==> src/rtl/pipe_pkg.sv <==
// Shared types and constants for the pipeline MEM-stage logic.
package pipe_pkg;

  typedef enum logic [1:0] {
    IDLE = 2'd0,
    REQ  = 2'd1,
    DONE = 2'd2
  } mem_seq_state_t;

  localparam int unsigned MEM_TIMEOUT_DEF = 15;
  localparam logic [1:0]  WORD_ALIGN_MASK = 2'b11;

endpackage

==> src/rtl/pipe_mem_seq.sv <==
// MEM-stage sequencer: turns EX/MEM load/store controls into a req/ack bus
// transaction and freezes the pipeline until it completes, times out or is misaligned.
module pipe_mem_seq
  import pipe_pkg::*;
#(
  parameter int unsigned TIMEOUT = MEM_TIMEOUT_DEF,
  parameter int unsigned CNT_W   = $clog2(TIMEOUT + 1)
) (
  input  logic        clk,
  input  logic        clrn,
  input  logic        mwreg,
  input  logic        mm2reg,
  input  logic        mwmem,
  input  logic [31:0] malu,
  input  logic [31:0] mb,
  output logic        mem_req,
  output logic        mem_we,
  output logic [31:0] mem_addr,
  output logic [31:0] mem_wdata,
  input  logic        mem_ack,
  input  logic [31:0] mem_rdata,
  output logic [31:0] mmo,
  output logic        mwreg_o,
  output logic        pipe_stall,
  output logic        err_timeout,
  output logic        err_align
);

  mem_seq_state_t    state_q, state_d;
  logic [CNT_W-1:0]  cnt_q, cnt_d;
  logic              req_d, we_d, et_d, ea_d;
  logic [31:0]       addr_d, wdata_d, mmo_d;
  logic              memop;
  logic              aligned;

  assign memop   = mwmem | mm2reg;
  assign aligned = (malu[1:0] & WORD_ALIGN_MASK) == 2'b00;

  // Stall is forced low during reset so nothing upstream is frozen by a flushed op.
  assign pipe_stall = ~clrn & (((state_q == IDLE) & memop) | (state_q == REQ));
  assign mwreg_o    = ~clrn & mwreg & ~pipe_stall;

  // State and registered bus/result outputs.
  always_ff @(posedge clk) begin
    if (clrn) begin
      state_q     <= IDLE;
      cnt_q       <= '0;
      mem_req     <= 1'b0;
      mem_we      <= 1'b0;
      mem_addr    <= '0;
      mem_wdata   <= '0;
      mmo         <= '0;
      err_timeout <= 1'b0;
      err_align   <= 1'b0;
    end else begin
      state_q     <= state_d;
      cnt_q       <= cnt_d;
      mem_req     <= req_d;
      mem_we      <= we_d;
      mem_addr    <= addr_d;
      mem_wdata   <= wdata_d;
      mmo         <= mmo_d;
      err_timeout <= et_d;
      err_align   <= ea_d;
    end
  end

  // Next-state and next-output logic.
  always_comb begin
    state_d = state_q;
    cnt_d   = cnt_q;
    req_d   = mem_req;
    we_d    = mem_we;
    addr_d  = mem_addr;
    wdata_d = mem_wdata;
    mmo_d   = mmo;
    et_d    = err_timeout;
    ea_d    = err_align;

    case (state_q)
      IDLE: begin
        if (memop) begin
          if (aligned) begin
            state_d = REQ;
            req_d   = 1'b1;
            we_d    = mwmem;
            addr_d  = malu;
            wdata_d = mb;
            cnt_d   = '0;
          end else begin
            state_d = DONE;
            ea_d    = 1'b1;
            mmo_d   = '0;
          end
        end
      end
      REQ: begin
        if (mem_ack) begin
          state_d = DONE;
          req_d   = 1'b0;
          if (!mem_we) begin
            mmo_d = mem_rdata;
          end
        end else if (cnt_q == CNT_W'(TIMEOUT - 1)) begin
          state_d = DONE;
          req_d   = 1'b0;
          et_d    = 1'b1;
          mmo_d   = '0;
        end else begin
          cnt_d = cnt_q + CNT_W'(1);
        end
      end
      DONE: begin
        state_d = IDLE;
      end
      default: begin
        state_d = IDLE;
      end
    endcase
  end

endmodule

==> config.mk <==
export PLATFORM = sky130hd
export DESIGN_NAME = pipe_mem_seq
export DESIGN_NICKNAME = d
export VERILOG_FILES = /design/src/rtl/pipe_pkg.sv /design/src/rtl/pipe_mem_seq.sv
export SDC_FILE = /design/constraint.sdc
export NUM_CORES = 1
export LEC_CHECK = 0
export ABC_AREA = 1
export ABC_CLOCK_PERIOD_IN_PS = 1500
export CAP_MARGIN = 15
export CORE_MARGIN = 2
export CORE_UTILIZATION = 40
export CTS_CLUSTER_DIAMETER = 60
export DETAILED_ROUTE_END_ITERATION = 10
export MAX_ROUTING_LAYER = met4
export PLACE_DENSITY = 0.78
export SYNTH_ARGS = -nofsm -noshare
export SYNTH_HDL_FRONTEND = slang
export SYNTH_SLANG_ARGS = --single-unit
export TNS_END_PERCENT = 1
==> constraint.sdc <==
create_clock -name clk -period 1.5 [get_ports clk]
set_input_delay 0.3 -clock clk [delete_from_list [all_inputs] [get_ports clk]]
set_output_delay 0.3 -clock clk [all_outputs]
set_load 0.05 [all_outputs]
Word level (Yosys, flattened, before mapping)
Cells that the tools add are included.
W data, S select, Z words.
{"block": "totals", "ff_bits": 106, "elab_cells": 60}
{"block": "classes", "muxes": 21, "n_eq_ne": 9, "n_reduce_logical": 10, "n_bitwise": 10, "n_addsub": 1}
{"operator": "$mux W32", "n": 5}
{"operator": "$pmux W32 S2", "n": 1}
{"operator": "$mux W4", "n": 4}
{"operator": "$ne A2 B2 Y1 const B", "n": 5}
{"operator": "$reduce_and A5 Y1", "n": 2}
{"operator": "$reduce_and A3 Y1", "n": 3}
{"operator": "$mux W2", "n": 4}
{"operator": "$pmux W4 S2", "n": 1}
{"operator": "$add A4 B1 Y4 const B", "n": 1}
{"operator": "$and A1 B1 Y1", "n": 4}
{"operator": "$eq A4 B4 Y1 const B", "n": 1}
{"operator": "$logic_not A2 Y1", "n": 2}
{"operator": "$mux W1", "n": 4}
{"operator": "$not A1 Y1", "n": 4}
{"operator": "$pmux W2 S2", "n": 1}
{"operator": "$reduce_and A4 Y1", "n": 1}
{"operator": "$ne A3 B2 Y1 const B", "n": 1}
{"operator": "$ne A3 B3 Y1 const B", "n": 1}
{"operator": "$eq A2 B1 Y1 const B", "n": 1}
{"operator": "$or A1 B1 Y1", "n": 2}
{"operator": "$pmux W1 S2", "n": 1}
{"operator": "$reduce_and A2 Y1", "n": 1}
{"operator": "$reduce_bool A2 Y1", "n": 1}

Depth between registers and ports, before layout
{"block": "logic_depth", "ltp_word": 6, "depth_mapped": 10, "ltp_nobuf": 9}

Least setup slack after synthesis
Ideal clock, no wire load.
{"block": "synth_timing", "path_kind": "input port to output port", "start": "input port clrn", "end": "output port mwreg_o", "t_arrival_ps": 1606, "n_path_buf": 2, "path_stages": 5, "slack_ps": -406, "cell_sequence": "clkbuf_1 inv_2 clkbuf_1 nand2_1 nor2_1"}
{"block": "synth_between", "elab_chain_cells": 4, "elab_cells_between_ends": 5, "classes_between": "bitwise (5)"}
{"element": "from (decl)", "line": "pipe_mem_seq.sv:10", "text": "input logic clrn,"}
{"element": "$not A1 Y1 *", "line": "pipe_mem_seq.sv:40, pipe_mem_seq.sv:41"}
{"element": "$and A1 B1 Y1", "line": "pipe_mem_seq.sv:40", "text": "assign pipe_stall = ~clrn & (((state_q == IDLE) & memop) | (state_q == REQ));"}
{"element": "$not A1 Y1", "line": "pipe_mem_seq.sv:41", "text": "assign mwreg_o = ~clrn & mwreg & ~pipe_stall;"}
{"element": "$and A1 B1 Y1 *", "line": "pipe_mem_seq.sv:41"}
{"element": "to (decl)", "line": "pipe_mem_seq.sv:23", "text": "output logic mwreg_o,"}
Mark *: on every way between the ends. The rest lies on a longest branch, timed or not.

Worst setup path in the final report
{"block": "layout_timing", "start": "register cnt_q[0]", "end": "register mmo[31]"}
{"block": "layout_between", "elab_chain_cells": 3}
{"element": "from (decl)", "line": "pipe_mem_seq.sv:30", "text": "logic [CNT_W-1:0] cnt_q, cnt_d;"}
{"element": "from (signal assigned)", "line": "pipe_mem_seq.sv:57", "text": "cnt_q <= cnt_d;"}
{"element": "$eq A4 B4 Y1", "line": "pipe_mem_seq.sv:104", "text": "end else if (cnt_q == CNT_W'(TIMEOUT - 1)) begin"}
{"element": "$ne A3 B2 Y1 (no line)"}
{"element": "$reduce_and A5 Y1 (no line)"}
{"element": "to (signal assigned)", "line": "pipe_mem_seq.sv:62", "text": "mmo <= mmo_d;"}
{"element": "to (decl)", "line": "pipe_mem_seq.sv:22", "text": "output logic [31:0] mmo,"}
Every way passes these cells.
A chain may end at the register's enable or synchronous reset.

==> flow_summary.json <==
{
  "grt_pass1_wl_mm": 22.49,
  "critPathLaunch": "cnt_q[0]",
  "num_rows": 37,
  "clkTransAtPathRegs_ps": 100,
  "fp.dieArea_um2": 11220,
  "insertion_delay_ps": 360,
  "power_density_nw_per_um2": 988.9,
  "place_ws_ps": -351.7,
  "antenna_found_initial": 0,
  "start_kind": "register",
  "setup_viol": 3,
  "fp.coreArea_um2": 10180,
  "portBuffers": 203,
  "grt_pass1_vias": 4780,
  "syn_to_final_growth_pct": 90.45,
  "worstRegToRegCells": 10,
  "finalSetupTns_ps": -79.31,
  "mostFrequentLayoutCells": "200 x nor2_1, 108 x buf_12, 102 x dfxtp_1, 98 x clkdlybuf4s50_1, 80 x nand2_1",
  "grt_setup_unrepaired": "yes",
  "worstPathMaxFanout": 26,
  "cts_tree": "built",
  "p_leak_nw": 3.434,
  "max_slew_margin_pct": 61.52,
  "hpwl_mm": 9.753,
  "yosys_warnings": 0,
  "finalHoldViolCount": 0,
  "antenna_left": 0,
  "violations": "setup timing",
  "final_common_cell": "nor2_1",
  "regToRegStartpoint": "cnt_q[0]",
  "worstHoldStart": "mwmem",
  "worstMarginPinSlew_ps": 577.2,
  "end_kind": "register",
  "crit_type": "reg2reg",
  "via_count": 4576,
  "die_h_um": 105.9,
  "synth.avg_cell_area_um2": 7.277,
  "wirelength_mm": 14.25,
  "hold_buffers": 0,
  "dp.cells": 897,
  "drt_pre_antenna_iters": 5,
  "layout_setup_ws_ps": -31.39,
  "fin_cells": 927,
  "place.gp.congestion": 0.8713,
  "p_total_mw": 7.826,
  "drc": 0,
  "cts-buffers-inserted": 9,
  "root_buffer": "clkbuf_8",
  "synth_area_um2": 4155,
  "grt_max_degree": 63,
  "ys_ff_latch": 106,
  "drive_above_1_share_pct": 24.65,
  "overflow": 0,
  "nNetsFinal": 890,
  "fin_area_um2": 7914,
  "cap_violations": 0,
  "finalHoldWorstSlack_ps": 361.6,
  "cts.path.max_buffers": 2,
  "slew_viol_final": 0,
  "clock_skew_ps": 13.41,
  "max-vdd-ir-drop_mv": 0.5794,
  "grt_usage_pct": 25.49,
  "wire_per_inst_um": 15.38,
  "synthDistinctLibCells": 25,
  "critical_path_required_ps": 1790,
  "htree_levels": 3,
  "syn_nets": 675,
  "vias_per_cell": 4.936,
  "fin_util_pct": 77.70,
  "fmax_mhz": 653.0,
  "cts_sinks": 106,
  "period_share_pct": 102.1,
  "arrival_ps": 1820,
  "postPlaceCellArea_um2": 7423,
  "ys_seq_area_share_pct": 51.07,
  "status": "finished with violations",
  "synth_cells": 571,
  "start_util_pct": 40.80,
  "hp-class": "in2reg",
  "ioPinCount": 204,
  "min_path_cells": 3,
  "die_w_um": 105.9,
  "num_antenna_cells": 0,
  "min_period_ps": 1531,
  "drt_iter0_markers": 234
}
## sequential cells by signal (all words and copies together), names as in the netlist
signal       flops
mem_addr        32
mem_we           1
err_timeout      1
state_q          2
mem_req          1
mem_wdata       32
err_align        1
cnt_q            4
mmo             32
## cell usage after synthesis
cell type,count,area share (%)
nor2_1,205,19
dfxtp_1,106,51
nand2_1,83,7.5
o21ai_0,54,6.5
nand3_1,38,4.6
buf_2,15,1.8
inv_1,10,0.90
o21ai_1,10,1.2
clkbuf_1,8,0.72
a21oi_1,5,0.60
buf_4,5,0.90
buf_6,5,1.4
nand2_2,5,0.75
inv_2,4,0.36
nor2_2,4,0.60
buf_1,3,0.27
ha_1,2,0.60
nor2_4,2,0.54
a31oi_1,1,0.15
clkinv_1,1,0.090
nand3_2,1,0.24
nor3_1,1,0.12
o21a_1,1,0.18
o21ai_2,1,0.21
xnor2_1,1,0.21
## worst max-delay path, cell delays in order, from the launching register on
cell,delay [ps]
dfxtp_2,340
inv_2,80
ha_4,160
buf_4,110
nand3_1,100
nand3_2,100
nand2_2,80
nor2_4,120
buf_12,180
nor2_1,60
nor2_1,130
## repair_timing
action,in CTS,in global routing
hold endpoints to repair,0,0
resized for setup,26,21
pin swaps,7,9
cloned,2,1
setup buffers,11,1
endpoints found under the setup margin,34,48
## layout make-up
class,instances,area (µm²)
Timing Repair Buffer,240,3471
Fill cell,654,2271
Sequential cell,106,2135
Multi-Input combinational cell,414,1894
Tap cell,136,170.2
Clock buffer,11,141.4
Inverter,15,63.81
Clock inverter,5,38.79
## cells by family after synthesis
group | count (synthesis) | share of synthesized area, %
DFF | 106 | 51.07
buffers and inverters | 51 | 6.414
AOI/OAI and AO/OA | 72 | 8.853
adders and majority gates | 2 | 0.6021
xor gates and xnor gates | 1 | 0.2108
and+or+nand+nor | 339 | 32.85
## where the power goes
| group | internal, mW | switching, mW |
|---|---|---|
| logic | 1.41 | 1.48 |
| clock network | 0.661 | 0.983 |
| registers | 3.04 | 0.248 |
## per-layer routing
metal	vias up	GRT usage, %	share of wire [%]
met1	2100	29.71	39
met4	0	7.895	1.3
li1	2225	-	-
met3	17	7.051	8.9
met5	-	-	0
met2	234	42.95	51
## final timing paths
kind | slack [ps] | end
max | -30 | mmo[31]
min | 360 | mem_we
min reg2reg | 490 | mem_addr[0]
max reg2reg | -30 | mmo[31]
No activity file was read; power rests on OpenSTA's default activity.
